## config.mk

```make
export PLATFORM = sky130hd
export DESIGN_NAME = key_issuer
export DESIGN_NICKNAME = d
export VERILOG_FILES = /design/src/rtl/defuse_pkg.sv /design/src/rtl/lfsr18.sv /design/src/rtl/key_issuer.sv
export SDC_FILE = /design/constraint.sdc
export NUM_CORES = 1
export LEC_CHECK = 0
export CELL_PAD_IN_SITES_DETAIL_PLACEMENT = 2
export CELL_PAD_IN_SITES_GLOBAL_PLACEMENT = 2
export CORE_ASPECT_RATIO = 2
export CORE_MARGIN = 3
export CORE_UTILIZATION = 31
export DETAILED_ROUTE_END_ITERATION = 16
export HOLD_SLACK_MARGIN = 0.06
export PLACE_DENSITY = 0.85
export SLEW_MARGIN = 20
export SYNTH_ARGS = -nofsm -noshare
export SYNTH_HDL_FRONTEND = slang
export SYNTH_SLANG_ARGS = --single-unit
```

## constraint.sdc

```tcl
create_clock -name clock -period 3.9 [get_ports clock]
set_input_delay 0.78 -clock clock [delete_from_list [all_inputs] [get_ports clock]]
set_output_delay 0.78 -clock clock [all_outputs]
set_load 0.005 [all_outputs]
```

## src/rtl/defuse_pkg.sv

```systemverilog
// defuse_pkg: shared constants and state encoding for the defuse game key path
package defuse_pkg;
    localparam int KEY_W = 18;
    localparam logic [KEY_W-1:0] LFSR_TAPS = 18'h20400;
    localparam logic [KEY_W-1:0] MASK_L1 = 18'h0003F;
    localparam logic [KEY_W-1:0] MASK_L2 = 18'h003FF;
    localparam logic [KEY_W-1:0] MASK_L3 = 18'h03FFF;
    localparam logic [KEY_W-1:0] MASK_L4 = 18'h3FFFF;
    localparam int LEVEL_MIN = 1;
    localparam int LEVEL_MAX = 4;
    typedef enum logic [1:0] {ST_IDLE, ST_GEN, ST_SHOW, ST_HOLD} state_e;
endpackage

```

## src/rtl/lfsr18.sv

```systemverilog
// lfsr18: free-running 18-bit right-shift Galois LFSR, reloads seed on reset
module lfsr18 import defuse_pkg::*; (
    input  logic             clock,
    input  logic             reset,
    input  logic [KEY_W-1:0] seed,
    output logic [KEY_W-1:0] q
);
    logic [KEY_W-1:0] q_d;
    assign q_d = (q >> 1) ^ (q[0] ? LFSR_TAPS : '0);
    always_ff @(posedge clock) q <= reset ? seed : q_d;
endmodule

```

## src/rtl/key_issuer.sv

```systemverilog
// key_issuer: draws a level-masked nonzero key from the LFSR, shows it on the
// LEDs for SHOW_TICKS ticks, then holds it for the checker until cleared.
module key_issuer #(
    parameter int               KEY_W      = 18,
    parameter logic [KEY_W-1:0] SEED       = 18'h2A5F3,
    parameter int               SHOW_TICKS = 3
) (
    input  logic             clock,
    input  logic             reset,
    input  logic             tick,
    input  logic             issue_req,
    input  logic [2:0]       level,
    input  logic             clear,
    output logic [KEY_W-1:0] level_key,
    output logic             key_valid,
    output logic [KEY_W-1:0] ledr,
    output logic             showing
);
    import defuse_pkg::*;

    state_e           state_q, state_d;
    logic [KEY_W-1:0] key_q, key_d, lfsr_q, mask, masked, gen_key;
    logic [2:0]       level_q, level_d;
    logic [3:0]       cnt_q, cnt_d;
    logic             accept;

    lfsr18 u_lfsr (.clock(clock), .reset(reset), .seed(SEED), .q(lfsr_q));

    // out-of-range levels fall back to the full-width mask
    assign mask = (level_q == 3'd1) ? MASK_L1 :
                  (level_q == 3'd2) ? MASK_L2 :
                  (level_q == 3'd3) ? MASK_L3 : MASK_L4;
    assign masked  = lfsr_q & mask;
    assign gen_key = (masked == '0) ? KEY_W'(1) : masked;
    assign accept  = issue_req && (state_q == ST_IDLE || state_q == ST_HOLD);

    always_ff @(posedge clock) begin
        if (reset) begin
            state_q <= ST_IDLE;
            key_q   <= '0;
            level_q <= '0;
            cnt_q   <= '0;
        end else begin
            state_q <= state_d;
            key_q   <= key_d;
            level_q <= level_d;
            cnt_q   <= cnt_d;
        end
    end

    always_comb begin
        state_d = state_q;
        if (clear)
            state_d = ST_IDLE;
        else if (accept)
            state_d = ST_GEN;
        else if (state_q == ST_GEN)
            state_d = ST_SHOW;
        else if (state_q == ST_SHOW && tick && cnt_q == 4'(SHOW_TICKS - 1))
            state_d = ST_HOLD;
        key_d   = clear ? '0 : (state_q == ST_GEN) ? gen_key : key_q;
        level_d = accept ? level : level_q;
        cnt_d   = (state_q == ST_GEN) ? 4'd0 :
                  (state_q == ST_SHOW && tick) ? cnt_q + 4'd1 : cnt_q;
    end

    always_comb begin
        key_valid = (state_q == ST_SHOW) || (state_q == ST_HOLD);
        showing   = (state_q == ST_SHOW);
        level_key = key_valid ? key_q : '0;
        ledr      = showing ? key_q : '0;
    end
endmodule

```

==> results of run 1 <==
metal layers:
layer,wire (µm),share of wire (%)
met5,0,0
met4,119,2.2
met3,145,2.7
met2,3050,57
met1,2010,38
layout make-up:
type | count | area [µm²] | area share [%]
clock buffers | 7 | 143 | 5.39
repair buffers | 48 | 473 | 17.9
flip-flops and latches | 45 | 901 | 34.1
inverters | 5 | 18.8 | 0.710
multi-input cells | 153 | 975 | 36.8
well taps | 84 | 105 | 3.97
clock inverters | 1 | 30.0 | 1.14
flip-flops by register name (all words and copies together) (netlist names):
| name | cells |
|---|---|
| cnt_q | 4 |
| u_lfsr.q | 18 |
| level_q | 3 |
| key_q | 18 |
| state_q | 2 |
logic make-up (layout without fill, tap and decap cells):
logic type	Yosys count	after routing	synth area share, %
AND/OR/NAND/NOR	110	110	32.8
flip-flops	45	45	46.5
AO/OA/AOI/OAI	26	26	8.33
buffers and inverters	16	61	3.16
adder cells (fa/ha/maj)	6	6	3.88
multiplexers	6	6	3.10
XOR/XNOR	5	5	2.26
cell usage after synthesis (all sizes together):
cell,n
buf,3
a311oi,2
a211oi,1
clkbuf,8
nor2,17
a21oi,16
inv,5
o21a,1
xor2,2
mux2i,6
dfxtp,45
nand2,8
o21bai,1
o32ai,1
xnor2,3
nor2b,35
o22ai,1
or4,2
nor3b,1
nor3,4
and2,20
or2,11
nand4,1
nor4,1
nand2b,5
o21ai,1
ha,6
a2111oi,1
nand3,4
a31oi,1
nor4b,1
worst reg2reg max path, cell delays in order (launching register included):
cell and delay (ps):
dfxtp_1 390, inv_1 80, ha_1 460, and2_1 350
a311oi_1 400, nor2b_1 90, a211oi_1 230
worst min-delay path by stage:
stage | startpoint | endpoint | slack [ps] | cells past startpoint
final | u_lfsr.q[13]$_SDFF_PP1_ | u_lfsr.q[12]$_SDFF_PP0_ | 490 | 1
after global routing | u_lfsr.q[13]$_SDFF_PP1_ | u_lfsr.q[12]$_SDFF_PP0_ | 510 | 1
after CTS | key_q[14]$_SDFFE_PP0P_ | key_q[14]$_SDFFE_PP0P_ | 490 | 2
after detailed placement | u_lfsr.q[7]$_SDFF_PP1_ | u_lfsr.q[6]$_SDFF_PP1_ | 460 | 1
after global placement | u_lfsr.q[8]$_SDFF_PP1_ | u_lfsr.q[7]$_SDFF_PP1_ | 450 | 1
after floorplan | u_lfsr.q[2]$_SDFF_PP0_ | u_lfsr.q[1]$_SDFF_PP1_ | 430 | 1
report_power, final:
part	switching, mW	internal, mW
sequential	0.0160	0.477
combinational	0.0396	0.0331
clock	0.178	0.320
placed cells by master, fill, tap and decap left out, types with 4 or more instances in the layout:
cell             Yosys  final
nor2b_1             35     35
dfxtp_1             45     45
nor3_1               4      4
nand2b_1             5      5
mux2i_1              6      6
nand3_1              4      4
nor2_1              17     17
ha_1                 6      6
inv_1                4      4
a21oi_1             16     16
and2_1              20     20
or2_1               10     10
nand2_1              8      8
clkdlybuf4s50_1      0     45
clkbuf_16            0      5
==> impl_metrics.env, run 1 <==
export IMPL_cp_arrival_ps=2400
export IMPL_cts_resized=0
export IMPL_cts_tree="built"
export IMPL_areaGrowthSynthToFinish_pct=36.6
export IMPL_netlist_area_um2=1940
export IMPL_start_util_pct=32.0
export IMPL_use_met2_pct=28.8
export IMPL_r2r_end="state_q[0]$_SDFFE_PP0P_"
export IMPL_syn_nets=228
export IMPL_crit_required_ps=3120
export IMPL_maxSlewViolCount=0
export IMPL_cts_num_sinks=45
export IMPL_postCtsHoldBufs=0
export IMPL_firstDrtPassIters=2
export IMPL_grt_pass1_wl_mm=8.78
export IMPL_tns_ps=0
export IMPL_ctsHtreeMaxLevel=2
export IMPL_crit_path_top_delay_cell="ha_1"
export IMPL_layout_drive_gt1_share_pct=5.79
export IMPL_place_ws_ps=962
export IMPL_root_buffer="clkbuf_16"
export IMPL_max_slew_margin_pct=51.8
export IMPL_vdd_drop_max_mv=0.197
export IMPL_worstSetupPathDepth=6
export IMPL_finalCritPeriodShare_pct=81.6
export IMPL_grt_overflow_total=0
export IMPL_post_drt_wl_per_cell_um=15.5
export IMPL_p_leak_nw=0.921
export IMPL_ys_ff_latch=45
export IMPL_grt_total_usage_pct=16.2
export IMPL_fin_skew_ps=5.51
export IMPL_power_density_nw_per_um2=402
export IMPL_cts_reportedPaths_clkPinSlew_ps=60
export IMPL_grtUsageMet1_pct=17.1
export IMPL_numCtsBuffers=5
export IMPL_setup_worst_path_start="state_q[0]$_SDFFE_PP0P_"
export IMPL_num_rows=40
export IMPL_synth_area_leaders="dfxtp_1 (47%), nor2b_1 (11%), and2_1 (6.5%)"
export IMPL_core_area_um2=6060
export IMPL_grt_max_degree=27
export IMPL_grtUsageMet3_pct=3.51
export IMPL_crit_chain="inv_1 > ha_1 > nor2_1 > buf_4 > nor2b_1 > clkdlybuf4s50_1"
export IMPL_max_stage_delay_ps=630
export IMPL_cap_violations=0
export IMPL_antenna_cells=0
export IMPL_worstPathMaxFanout=21
export IMPL_path_buf_inv=3
export IMPL_drc_errors=0
export IMPL_final_cell_area_um2=2650
export IMPL_drt_initial_drc_count=23
export IMPL_hold_ws_ps=491
export IMPL_cts_buffer_depth=2
export IMPL_grt_pass1_vias=1769
export IMPL_die_h_um=118
export IMPL_ant_nets=0
export IMPL_finalHoldViolCount=0
export IMPL_r2r_start="state_q[0]$_SDFFE_PP0P_"
export IMPL_grt_busiest_layer="met2"
export IMPL_fin_nets=272
export IMPL_worst_setup_path_type="flop to output pin"
export IMPL_finalPower_mw=1.06
export IMPL_gp_congestion=0.700
export IMPL_ys_warn_count=0
export IMPL_hpwl_mm=3.59
export IMPL_ys_types=35
export IMPL_min_path_type="flop to flop"
export IMPL_tightest_slew_ps=722
export IMPL_synth_area_leader_cell="dfxtp_1"
export IMPL_worstSetupStartpointType="flop"
export IMPL_fill_cells=670
export IMPL_synth_area_per_cell_um2=9.05
export IMPL_fmax_mhz=314
export IMPL_end_kind="output pin"
export IMPL_ff2ff_setup_slack_ps=1810
export IMPL_grt_setup_unrepaired="no"
export IMPL_min_period_ps=3180
export IMPL_status="finished, final reports clean"
export IMPL_vias_per_cell=4.77
export IMPL_via_count=1635
export IMPL_drt_wl_total_mm=5.32
export IMPL_fin_cells=343
export IMPL_crit_family="buffers and inverters"
export IMPL_dieWidth_um=61.9
export IMPL_finalSetupViolCount=0
export IMPL_netlist_instances=214
export IMPL_timing_final_ws_setup_ps=718
export IMPL_dpl_cell_area_um2=2470
export IMPL_antenna_found_initial=0
export IMPL_die_area_um2=7290
export IMPL_fin_util_pct=43.7
export IMPL_synth_top_area_share_pct=46.5
export IMPL_r2r_cells=6
export IMPL_postCtsSetupBuffers=0
export IMPL_ios=46
export IMPL_ys_seq_area_share_pct=46.5
export IMPL_endpoint="level_key[0]"
export IMPL_insertion_delay_ps=290
export IMPL_dp_cells=335
export IMPL_port_buffers=45
Power figures use the tool's default switching activity.
==> run 2, diff against run 1 <==
--- a/config.mk
+++ b/config.mk
@@ -9,10 +9,10 @@
 export CELL_PAD_IN_SITES_GLOBAL_PLACEMENT = 2
 export CORE_ASPECT_RATIO = 2
 export CORE_MARGIN = 3
-export CORE_UTILIZATION = 31
+export CORE_UTILIZATION = 26
 export DETAILED_ROUTE_END_ITERATION = 16
 export HOLD_SLACK_MARGIN = 0.06
-export PLACE_DENSITY = 0.85
+export PLACE_DENSITY = 0.76
 export SLEW_MARGIN = 20
 export SYNTH_ARGS = -nofsm -noshare
 export SYNTH_HDL_FRONTEND = slang
==> constraint.sdc (replaced) <==
create_clock -name clock -period 2.8 [get_ports clock]
set_input_delay 0.56 -clock clock [delete_from_list [all_inputs] [get_ports clock]]
set_output_delay 0.56 -clock clock [all_outputs]
set_load 0.005 [all_outputs]
==> impl_metrics.env, run 2 (same netlist as run 1, synthesis figures left out) <==
export IMPL_r2r_start="state_q[1]$_SDFFE_PP0P_"
export IMPL_finalHoldViolCount=0
export IMPL_min_from="u_lfsr.q[8]$_SDFF_PP1_"
export IMPL_crit_path_top_delay_cell="clkdlybuf4s50_1"
export IMPL_fin_nets=274
export IMPL_vdd_drop_max_mv=0.238
export IMPL_start_util_pct=27.3
export IMPL_fin_skew_ps=7.69
export IMPL_grt_pass1_wl_mm=8.94
export IMPL_port_buffers=45
export IMPL_worstPathMaxFanout=12
export IMPL_cts_reportedPaths_clkPinSlew_ps=70
export IMPL_max_stage_delay_ps=450
export IMPL_core_area_um2=7100
export IMPL_fin_cells=351
export IMPL_numCtsBuffers=5
export IMPL_dp_cells=343
export IMPL_maxSlewViolCount=0
export IMPL_timing_final_ws_setup_ps=363
export IMPL_via_count=1613
export IMPL_post_drt_wl_per_cell_um=14.8
export IMPL_cap_violations=0
export IMPL_cts_num_sinks=45
export IMPL_crit_chain="inv_1 > ha_1 > nor2_1 > buf_4 > nor2b_1 > clkdlybuf4s50_1"
export IMPL_min_path_type="flop to flop"
export IMPL_grt_busiest_layer="met2"
export IMPL_cts_tree="built"
export IMPL_pwr_share_comb_pct=6.9
export IMPL_hold_ws_ps=482
export IMPL_cp_arrival_ps=1880
export IMPL_setup_worst_path_start="state_q[0]$_SDFFE_PP0P_"
export IMPL_grtUsageMet3_pct=2.46
export IMPL_fmax_mhz=410
export IMPL_top_regs="key_q x18, u_lfsr.q x18, cnt_q x4"
export IMPL_grtUsageMet1_pct=14.4
export IMPL_worstSetupStartpointType="flop"
export IMPL_finalCritPeriodShare_pct=87.0
export IMPL_crit_family="buffers and inverters"
export IMPL_dpl_cell_area_um2=2490
export IMPL_path_buf_inv=3
export IMPL_die_h_um=128
export IMPL_postCtsSetupBuffers=0
export IMPL_ant_nets=0
export IMPL_insertion_delay_ps=290
export IMPL_fin_util_pct=37.6
export IMPL_tightest_slew_ps=741
export IMPL_worst_setup_path_type="flop to output pin"
export IMPL_finalPower_mw=1.49
export IMPL_die_area_um2=8580
export IMPL_grt_total_usage_pct=14.0
export IMPL_hpwl_mm=3.79
export IMPL_finalSetupViolCount=0
export IMPL_p_switching_uw=328
export IMPL_vias_per_cell=4.60
export IMPL_power_sequential_fraction_pct=46.2
export IMPL_dieWidth_um=67.0
export IMPL_use_met2_pct=26.2
export IMPL_grt_pass1_vias=1793
export IMPL_areaGrowthSynthToFinish_pct=37.9
export IMPL_pwr_share_clk_pct=46.9
export IMPL_num_rows=43
export IMPL_postCtsHoldBufs=0
export IMPL_grt_overflow_total=0
export IMPL_grt_max_degree=26
export IMPL_place_ws_ps=638
export IMPL_crit_required_ps=2240
export IMPL_cts_buffer_depth=2
export IMPL_ios=46
export IMPL_ctsHtreeMaxLevel=2
export IMPL_final_cell_area_um2=2670
export IMPL_min_period_ps=2440
export IMPL_tns_ps=0
export IMPL_swShare_pct=22.1
export IMPL_root_buffer="clkbuf_16"
export IMPL_drt_wl_total_mm=5.20
export IMPL_final_cell_mix="dfxtp_1 (45), clkdlybuf4s50_1 (45), nor2b_1 (35), and2_1 (20), nor2_1 (17)"
export IMPL_max_slew_margin_pct=50.6
export IMPL_layout_drive_gt1_share_pct=6.90
export IMPL_status="finished, final reports clean"
export IMPL_drt_initial_drc_count=27
export IMPL_gp_congestion=0.742
export IMPL_p_leak_nw=0.930
export IMPL_antenna_found_initial=0
export IMPL_antenna_cells=0
export IMPL_end_kind="output pin"
export IMPL_firstDrtPassIters=4
export IMPL_power_density_nw_per_um2=556
export IMPL_grt_setup_unrepaired="no"
export IMPL_cts_resized=0
export IMPL_drc_errors=0
export IMPL_intPower_mw=1.16
run 2: changes by cell type in the layout (fill, tap and decap cells not counted):
cell,change
buf_4,+2
clkbuf_1,-1
clkinvlp_4,+1
run 2: final timing paths:
| check | endpoint | cells past startpoint | slack, ps |
|---|---|---|---|
| max | level_key[14] | 6 | 360 |
| min | u_lfsr.q[7]$_SDFF_PP1_ | 1 | 480 |
| max reg2reg | state_q[0]$_SDFFE_PP0P_ | 6 | 770 |
| min reg2reg | u_lfsr.q[7]$_SDFF_PP1_ | 1 | 480 |
run 2: cell type report:
| type | count | area (µm²) |
|---|---|---|
| tap | 90 | 113 |
| multi-input combinational | 153 | 975 |
| sequential | 45 | 901 |
| clock buffer | 6 | 139 |
| fill | 807 | 4430 |
| clock inverter | 2 | 37.5 |
| timing repair buffer | 50 | 488 |
| inverter | 5 | 18.8 |
run 2: per-layer routing:
metal / up-vias / wire [µm] / share of wire, %
li1: 783 / - / -
met1: 790 / 1920 / 37
met2: 32 / 3010 / 58
met3: 8 / 158 / 3.0
met4: 0 / 122 / 2.3
met5: - / 0 / 0
run 2: power groups by stage:
stage	Combinational [mW]	Clock, mW	Sequential (mW)
detailed placement	0.103	0	0.701
floorplan	0.0674	0	0.693
CTS	0.105	0.710	0.687
global placement	0.0987	0	0.700
global route	0.116	0.735	0.691
finish	0.102	0.697	0.686
run 2: worst reg2reg max path, stage by stage (launching register included):
cell      delay (ps)
dfxtp_1          390
inv_1             90
ha_1             450
buf_4            320
a311oi_1         350
nor2b_1           90
a211oi_1         250
==> run 3, diff against run 2 <==
--- a/config.mk
+++ b/config.mk
@@ -13,7 +13,6 @@
 export DETAILED_ROUTE_END_ITERATION = 16
 export HOLD_SLACK_MARGIN = 0.06
 export PLACE_DENSITY = 0.76
-export SLEW_MARGIN = 20
 export SYNTH_ARGS = -nofsm -noshare
 export SYNTH_HDL_FRONTEND = slang
 export SYNTH_SLANG_ARGS = --single-unit
==> results of run 3 <==
The final DEF is identical to that of run 2; final timing and power are the same.
